==> src/rtl/cskip_arbiter.sv <==
// Two-requester round-robin front end for a shared pipelined carry-skip adder.
// Results are returned in issue order through a credit-bounded result FIFO.
module cskip_arbiter #(
    parameter int LAT   = 1,
    parameter int DEPTH = 4
) (
    input  logic        clk,
    input  logic        rst,
    input  logic        req0_valid,
    input  logic [15:0] req0_a,
    input  logic [15:0] req0_b,
    output logic        req0_ready,
    input  logic        req1_valid,
    input  logic [15:0] req1_a,
    input  logic [15:0] req1_b,
    output logic        req1_ready,
    output logic [15:0] add_a,
    output logic [15:0] add_b,
    input  logic [16:0] add_sum,
    output logic        rsp_valid,
    output logic        rsp_id,
    output logic [16:0] rsp_sum,
    input  logic        rsp_ready
);

    localparam int CW = $clog2(DEPTH + 1);
    localparam int PW = $clog2(DEPTH);

    typedef struct packed {
        logic        id;
        logic [16:0] sum;
    } rsp_t;

    logic [CW-1:0] credit;
    logic          last_id;
    logic          gnt0, gnt1, issue;
    logic [LAT:0]  vld_pipe;
    logic [LAT:0]  id_pipe;

    rsp_t          mem [DEPTH];
    logic [PW-1:0] wr_ptr, rd_ptr;
    logic [CW-1:0] count;
    logic          push, pop;

    function automatic logic [PW-1:0] ptr_inc(input logic [PW-1:0] p);
        return (p == PW'(DEPTH - 1)) ? '0 : p + 1'b1;
    endfunction

    // Credit covers both in-flight adds and queued results, so a capture
    // can never find the FIFO full.
    always_comb begin
        gnt0 = 1'b0;
        gnt1 = 1'b0;
        if (!rst && credit < CW'(DEPTH)) begin
            if (req0_valid && req1_valid) begin
                if (last_id) gnt0 = 1'b1;
                else         gnt1 = 1'b1;
            end else if (req0_valid) begin
                gnt0 = 1'b1;
            end else if (req1_valid) begin
                gnt1 = 1'b1;
            end
        end
    end

    assign issue      = gnt0 | gnt1;
    assign req0_ready = gnt0;
    assign req1_ready = gnt1;

    always_ff @(posedge clk) begin
        if (rst) begin
            add_a    <= '0;
            add_b    <= '0;
            last_id  <= 1'b1;
            vld_pipe <= '0;
            id_pipe  <= '0;
        end else begin
            if (issue) begin
                add_a   <= gnt1 ? req1_a : req0_a;
                add_b   <= gnt1 ? req1_b : req0_b;
                last_id <= gnt1;
            end
            vld_pipe <= {vld_pipe[LAT-1:0], issue};
            id_pipe  <= {id_pipe[LAT-1:0], gnt1};
        end
    end

    // The last pipe stage lines up with add_sum for the same operands.
    assign push = vld_pipe[LAT];
    assign pop  = rsp_valid && rsp_ready;

    always_ff @(posedge clk) begin
        if (rst) begin
            credit <= '0;
        end else begin
            case ({issue, pop})
                2'b10:   credit <= credit + 1'b1;
                2'b01:   credit <= credit - 1'b1;
                default: credit <= credit;
            endcase
        end
    end

    always_ff @(posedge clk) begin
        if (rst) begin
            wr_ptr <= '0;
            rd_ptr <= '0;
            count  <= '0;
            for (int i = 0; i < DEPTH; i++) mem[i] <= '0;
        end else begin
            if (push) begin
                mem[wr_ptr] <= '{id: id_pipe[LAT], sum: add_sum};
                wr_ptr      <= ptr_inc(wr_ptr);
            end
            if (pop) rd_ptr <= ptr_inc(rd_ptr);
            count <= count + CW'(push) - CW'(pop);
        end
    end

    assign rsp_valid = (count != '0);
    assign rsp_id    = mem[rd_ptr].id;
    assign rsp_sum   = mem[rd_ptr].sum;

endmodule

==> config.mk <==
export PLATFORM = sky130hd
export DESIGN_NAME = cskip_arbiter
export DESIGN_NICKNAME = d
export VERILOG_FILES = /design/src/rtl/cskip_arbiter.sv
export SDC_FILE = /design/constraint.sdc
export NUM_CORES = 1
export LEC_CHECK = 0
export ABC_AREA = 1
export ABC_CLOCK_PERIOD_IN_PS = 4900
export CORE_MARGIN = 2
export CORE_UTILIZATION = 53
export DETAILED_ROUTE_END_ITERATION = 10
export GPL_TIMING_DRIVEN = 0
export PLACE_DENSITY = 0.83
export SYNTH_ARGS = -nofsm -noshare
export SYNTH_HDL_FRONTEND = slang
export SYNTH_SLANG_ARGS = --single-unit
export TNS_END_PERCENT = 10
==> constraint.sdc <==
create_clock -name clk -period 4.9 [get_ports clk]
set_input_delay 0.98 -clock clk [delete_from_list [all_inputs] [get_ports clk]]
set_output_delay 0.98 -clock clk [all_outputs]
set_load 0.02 [all_outputs]
Word level (Yosys, flattened, before mapping)
Memories as Yosys holds them, arrays and structs flattened. A register that Yosys moved wholly into a read port is not among the register bits.
Index checks and enable logic that the tools add are counted.
{ "word_totals": {"mem_bits_rw": 72, "out_inout_bits": 53, "memories": 1, "inputBits": 86, "ff_bits": 47, "wordCells": 53} }
{ "memory_table": {"columns": ["name", "depth", "width", "rd", "rd_ports_with_merged_regs", "wr", "line_no", "rtl"], "rows": [
  ["mem", 4, 18, 1, 1, 4, "40", "rsp_t mem [DEPTH];"]
]} }
{ "classes": {"eq_ne": 4, "n_bitwise": 1, "reduce_logical": 7, "order_cmp": 1, "add_sub_neg": 6, "n_mux": 24} }
{ "ops": {"columns": ["operator", "n"], "rows": [
  ["$mux W16", 2],
  ["$mux W18", 1],
  ["$reduce_or A18 Y1", 1],
  ["$mux W1", 15],
  ["$mux W2", 5],
  ["$eq A2 B2 Y1 const B", 3],
  ["$pmux W3 S2", 1],
  ["$add A2 B1 Y2 const B", 2],
  ["$add A3 B1 Y3", 1],
  ["$add A3 B1 Y3 const B", 1],
  ["$logic_and A1 B1 Y1", 3],
  ["$lt A3 B3 Y1 const B", 1],
  ["$reduce_bool A3 Y1", 1],
  ["$sub A3 B1 Y3", 1],
  ["$sub A3 B1 Y3 const B", 1],
  ["$eq A2 B1 Y1 const B", 1],
  ["$reduce_bool A2 Y1", 1],
  ["$logic_not A1 Y1", 1],
  ["$or A1 B1 Y1", 1]
]} }

Depth between registers and ports, before layout
Gate-level depths: netlist of the first run.
{ "logic_depth": {"word_depth": 7, "ltp_mapped": 13, "ltp_nobuf": 13} }

Least setup slack after synthesis of the first run
No wires, ideal clock.
{ "synth_path": {"path_type": "input -> output", "startpoint": "input port rst", "endpoint": "output port req0_ready", "path_buffers": 1, "cell_stages": 4, "required_time_ns": 3.920, "arrival_time_ns": 1.773, "setup_slack_ns": 2.147, "cell_sequence": "nor2_4 buf_2 nand2_1 a21oi_1"} }
{ "synth_between": {"elab_chain_len": 3} }
{ "synth_rtl": {"columns": ["element", "line_no", "rtl"], "rows": [
  ["start, declared", "8", "input logic rst,"],
  ["$logic_not A1 Y1", "54", "if (!rst && credit < CW'(DEPTH)) begin"],
  ["$logic_and A1 B1 Y1", "54", null],
  ["$mux W1", "54", null],
  ["end, declared", "12", "output logic req0_ready,"]
]} }
Every way passes these cells.

Worst setup path in the final report of the first run
Ends and elaborated chain as after synthesis.

==> metrics, run 1 <==
outcome=finished clean; Final ANT Viol Nets=0; Setup CP Type=input pin to output pin; CTS buffer count=17; DP HPWL=10100 µm; Pre-antenna DRT Iters=5; CP max FO=10; Yosys top cell area share=0.386; first-pass GRT wire length=23900 µm; DIE AREA=11400 µm²; gr usage total=0.272; WHS Path Cells=2; antenna cells=0; most common cell after layout, fill and taps aside=clkdlybuf4s50_1; CP Capture Type=output pin; Placer Congestion=0.833; vias in the first global route=5140; die width=107 µm; total core area=10300 µm²; most frequent cells in the layout=137 x clkdlybuf4s50_1, 121 x nor2_1, 103 x inv_1, 77 x nand2_1, 72 x edfxtp_1; critical path data arrival time=2.89 ns; share of cells above drive strength 1=0.0785; max-slew violation count=0; Yosys reg bits=121; final hold vios=0; nets in the synthesized netlist=738; compound-gate portion of the synthesized area=0.0944; initial DRC count=242; wirelength, routed=14900 µm; P per Cell Area=463 nW/µm²; largest family of logic cells by synthesized area=simple AND/OR/NAND/NOR gates; Slew headroom=0.388; adder-cell share of the synthesized area=0.0183; Max Cap Viol=0; setup_tns=0 ns; Tightest Pin Transition=0.915 ns; initial antenna violation count=0; final worst path period need=3.87 ns; post-synthesis mux area share=0; Hold Slack=0.412 ns; Sink Count=121; Post-Syn Area per Cell=8.67 µm²; post-synth cell types=28; reg2reg setup slack=2.55 ns; reg-to-reg startpoint=wr_ptr[0]; H-tree level count=4; worst hold start=vld_pipe[0]; sequential area share after synthesis=0.562; Ports=139; Starting Density=0.544; top cells by area, synth=edfxtp_1 39%, dfxtp_1 18%, nor2_1 8.1%, inv_1 6.9%, nand2_1 5.2%; Final setup viols=0; # Post-CTS Setup Buffers=0; post-synth top area cell=edfxtp_1; post-synthesis cell area=5590 µm²; routed len/inst=15.7 µm; total power=3.58 mW; Setup crit start=rst; drc violations=0; hold buffer count at cts=0; Syn. warnings=0; GR Overflow Total=0; CP Data Required Time=3.92 ns; XOR/XNOR share of the synthesized area=0.00157; Area Growth Syn to Fin=37.9%; DR vias/cell=5.24; via count=4979; Worst setup SP type=input pin; CTS Buffer Depth=2; Final Net Count=895; Leak=3.38 nW; I/O Buffers=137; largest net degree at the start of global routing=19; Syn Inst Count=645; Tcrit/Tclk final=0.789; die height=107 µm; Worst-Skew Late Latency=0.52 ns; Worst VDD drop=0.239 mV; root buf cell=clkbuf_8; CTS resizes=0; Worst Hold Class=flop to flop; row count=37; post-synthesis simple-gate area fraction=0.218; Worst Reg-to-Reg Cells=4; CTS tree=yes; Clock Skews=0.00847 ns; Worst-path clk slew=0.06 ns; unrepaired setup endpoints after global routing=false; Max Freq=259 MHz
-- stage by stage --
step	setup slack (ns)	instances	cell area [µm²]	util
finish	1.03	951	7710	0.751
global route	0.880	951	7710	0.751
CTS	1.02	951	7710	0.751
detailed placement	1.06	919	7160	0.697
global placement	1.07	918	7140	0.694
floorplan	2.15	645	5590	-
-- cells in the mapped netlist --
| library cell | count |
|---|---|
| o22ai_1 | 19 |
| nor2_1 | 121 |
| and2_1 | 1 |
| nand2_1 | 77 |
| inv_1 | 103 |
| xnor2_1 | 1 |
| o31ai_1 | 1 |
| fa_1 | 2 |
| clkbuf_1 | 15 |
| a21oi_1 | 35 |
| o21ai_0 | 42 |
| nand4_2 | 1 |
| nor2_4 | 1 |
| o21ai_4 | 1 |
| edfxtp_1 | 72 |
| inv_2 | 1 |
| buf_2 | 17 |
| inv_4 | 1 |
| clkinv_1 | 1 |
| dfxtp_1 | 49 |
| ha_1 | 5 |
| nand3_1 | 36 |
| nand4_1 | 32 |
| nand2_4 | 3 |
| nand3_2 | 1 |
| buf_6 | 2 |
| buf_4 | 4 |
| nor2_8 | 1 |
-- flip-flops by register name (all words and copies together), names as in the netlist, named ones only --
register  count
mem          72
add_a        16
add_b        16
count         3
credit        3
id_pipe       2
rd_ptr        2
vld_pipe      2
wr_ptr        2
last_id       1
-- cell type report --
type	instances	area (µm²)
Clock inverter	14	133
Multi-Input combinational cell	380	1870
Timing Repair Buffer	138	1390
Inverter	106	400
Tap cell	136	170
Clock buffer	18	418
Sequential cell	121	3140
Buffer	38	194
Fill cell	751	2560
-- cells by family (layout without fill, tap and decap cells) --
family	Yosys count	in the layout
adder cells (fa/ha/maj)	7	7
AND/OR/NAND/NOR	274	274
XOR/XNOR	1	1
buffers and inverters	144	314
AO/OA/AOI/OAI	98	98
flip-flops	121	121
-- path summary, 6_finish.rpt --
kind	end
max	req0_ready
min	vld_pipe[1]
min reg2reg	vld_pipe[1]
max reg2reg	mem[2][16]
-- critical path, cell delays in order --
cell and delay, ns:
clkdlybuf4s50_1 0.48, nor2_4 0.26, buf_2 0.28, nand2_1 0.10
a21oi_1 0.13, clkdlybuf4s50_1 0.66
-- metal layers --
| metal | global-route usage | routed length, µm |
|---|---|---|
| met5 | 0 | 0 |
| met4 | 0.115 | 347 |
| met3 | 0.0906 | 1400 |
| met2 | 0.482 | 7600 |
| met1 | 0.298 | 5540 |
-- report_power, final --
part / switching [mW] / internal [mW]
clock network: 0.446 / 0.714
logic: 0.676 / 0.483
registers: 0.0613 / 1.19
Note: power is estimated with default switching activity, not from simulation.
==> inputs of run 2 (changes only) <==
- ABC_CLOCK_PERIOD_IN_PS: 4900 -> 3860
- CORE_UTILIZATION: 53 -> 50
- PLACE_DENSITY: 0.83 -> 0.79
- clock period: 4.9 -> 3.86 ns (I/O delays scaled with it)
==> metrics, run 2 (synthesis results as in run 1) <==
Area Growth Syn to Fin=37.7% (was 37.9%); CTS Buffer Depth=2 (unchanged); final hold vios=0 (unchanged); critical path data arrival time=2.70 ns (was 2.89 ns); die width=110 µm (was 107 µm); Starting Density=0.514 (was 0.544); wirelength, routed=13900 µm (was 14900 µm); Leak=3.37 nW (was 3.38 nW); setup_tns=0 ns (unchanged); Placer Congestion=0.878 (was 0.833); initial DRC count=230 (was 242); CTS resizes=0 (unchanged); Tcrit/Tclk final=0.900; Place WS=0.458 ns (was 1.06 ns); share of cells above drive strength 1=0.0810 (was 0.0785); drc violations=0 (unchanged); Worst-Skew Late Latency=0.51 ns (was 0.52 ns); DP HPWL=9830 µm (was 10100 µm); most common cell after layout, fill and taps aside=clkdlybuf4s50_1 (unchanged); DIE AREA=12100 µm² (was 11400 µm²); CP max FO=10 (unchanged); final worst path period need=3.47 ns; initial antenna violation count=0 (unchanged); Worst Hold Class=flop to flop (unchanged); max-slew violation count=0 (unchanged); P per Cell Area=577 nW/µm² (was 463 nW/µm²); max reg flops=72 (unchanged); WHS Path Cells=2 (unchanged); DR vias/cell=5.14 (was 5.24); CP Capture Type=output pin (unchanged); die height=110 µm (was 107 µm); total core area=10900 µm² (was 10300 µm²); Worst-path clk slew=0.06 ns (about the same); gr usage total=0.242 (was 0.272); routed len/inst=14.6 µm (was 15.7 µm); Setup CP Type=flop to output pin (was input pin to output pin); Top Registers=mem: 72 flops, add_a: 16 flops, add_b: 16 flops (unchanged); Final Net Count=895 (unchanged); GR Overflow Total=0 (unchanged); Max Freq=288 MHz; Top reg by flops=mem (unchanged); Final setup viols=0 (unchanged); first-pass GRT wire length=22300 µm (was 23900 µm); Clock Skews=0.0118 ns (was 0.00847 ns); I/O Buffers=137 (unchanged); CP Data Required Time=3.09 ns (was 3.92 ns); CTS buffer count=17 (unchanged); root buf cell=clkbuf_8 (unchanged); largest net degree at the start of global routing=19 (unchanged); CTS tree=yes (unchanged); Sink Count=121 (unchanged); Worst VDD drop=0.319 mV (was 0.239 mV); outcome=finished clean (unchanged); Pre-antenna DRT Iters=8 (was 5); Worst Reg-to-Reg Cells=4 (unchanged); Tightest Pin Transition=0.875 ns (was 0.915 ns); Ports=139 (unchanged); Final WS setup=0.386 ns (was 1.03 ns); Worst setup SP type=flop (was input pin); antenna cells=0 (unchanged); row count=38 (was 37); Final ANT Viol Nets=0 (unchanged); hold buffer count at cts=0 (unchanged); Slew headroom=0.415 (was 0.388); most frequent cells in the layout=137 x clkdlybuf4s50_1, 121 x nor2_1, 103 x inv_1, 77 x nand2_1, 72 x edfxtp_1 (unchanged); Max Cap Viol=0 (unchanged); vias in the first global route=4910 (was 5140); # Post-CTS Setup Buffers=0 (unchanged); unrepaired setup endpoints after global routing=false (unchanged); via count=4913 (was 4979); H-tree level count=4 (unchanged)
==> run 2: changes by cell type in the layout (fill, tap and decap cells not counted) <==
cell	delta
clkinv_1	-2
inv_8	+1
bufinv_16	-2
clkinvlp_4	+1
clkinv_2	-4
clkinv_4	+1
inv_6	+5
==> run 2: worst max-delay path, stage by stage, from the launching register on <==
cell and delay (ns):
dfxtp_1 0.30, clkbuf_1 0.23, inv_1 0.28, clkbuf_1 0.38, o21ai_0 0.18, o22ai_1 0.18, clkdlybuf4s50_1 0.64
==> run 2: final timing paths <==
| path | start | endpoint | slack, ns |
|---|---|---|---|
| max | flop | rsp_sum[5] | 0.39 |
| min | id_pipe[0] | id_pipe[1] | 0.40 |
| max reg2reg | wr_ptr[0] | mem[2][2] | 1.60 |
| min reg2reg | id_pipe[0] | id_pipe[1] | 0.40 |
==> run 2: where the power goes <==
group          total, mW  switching [mW]  internal (mW)
logic               1.46           0.843          0.613
clock network       1.40           0.600          0.802
registers           1.59          0.0718           1.51
total               4.45            1.52           2.93
==> run 2: final cells by class <==
type / instances / area [µm²]
well taps: 140 / 175
clock buffers: 18 / 418
clock inverters: 14 / 116
fillers: 817 / 3180
repair buffers: 138 / 1390
multi-input cells: 380 / 1870
plain buffers: 38 / 194
flip-flops and latches: 121 / 3140
inverters: 106 / 400
==> run 2: layer usage <==
layer | GRT usage | wire [µm] | vias up
li1 | - | - | 2435
met1 | 0.268 | 5300 | 2216
met2 | 0.430 | 7020 | 254
met3 | 0.0818 | 1480 | 8
met4 | 0.0895 | 89 | 0
met5 | 0 | 0 | -
==> run 2: per-stage QoR <==
step	total power, mW	util	std cells	hold slack [ns]	instance area, µm²
6_report	4.45	0.708	955	0.399	7700
5_1_grt	4.69	0.708	955	0.425	7700
4_1_cts	4.47	0.708	955	0.403	7700
3_5_place_dp	3.07	0.658	923	0.395	7170
3_3_place_gp	3.01	0.656	922	0.391	7140
2_1_floorplan	2.44	-	645	0.388	5590
==> inputs of run 3 (changes only) <==
- SLEW_MARGIN: not set -> 5
==> results of run 3 <==
Same layout as run 2: the final DEF is identical, and so are final timing and power.
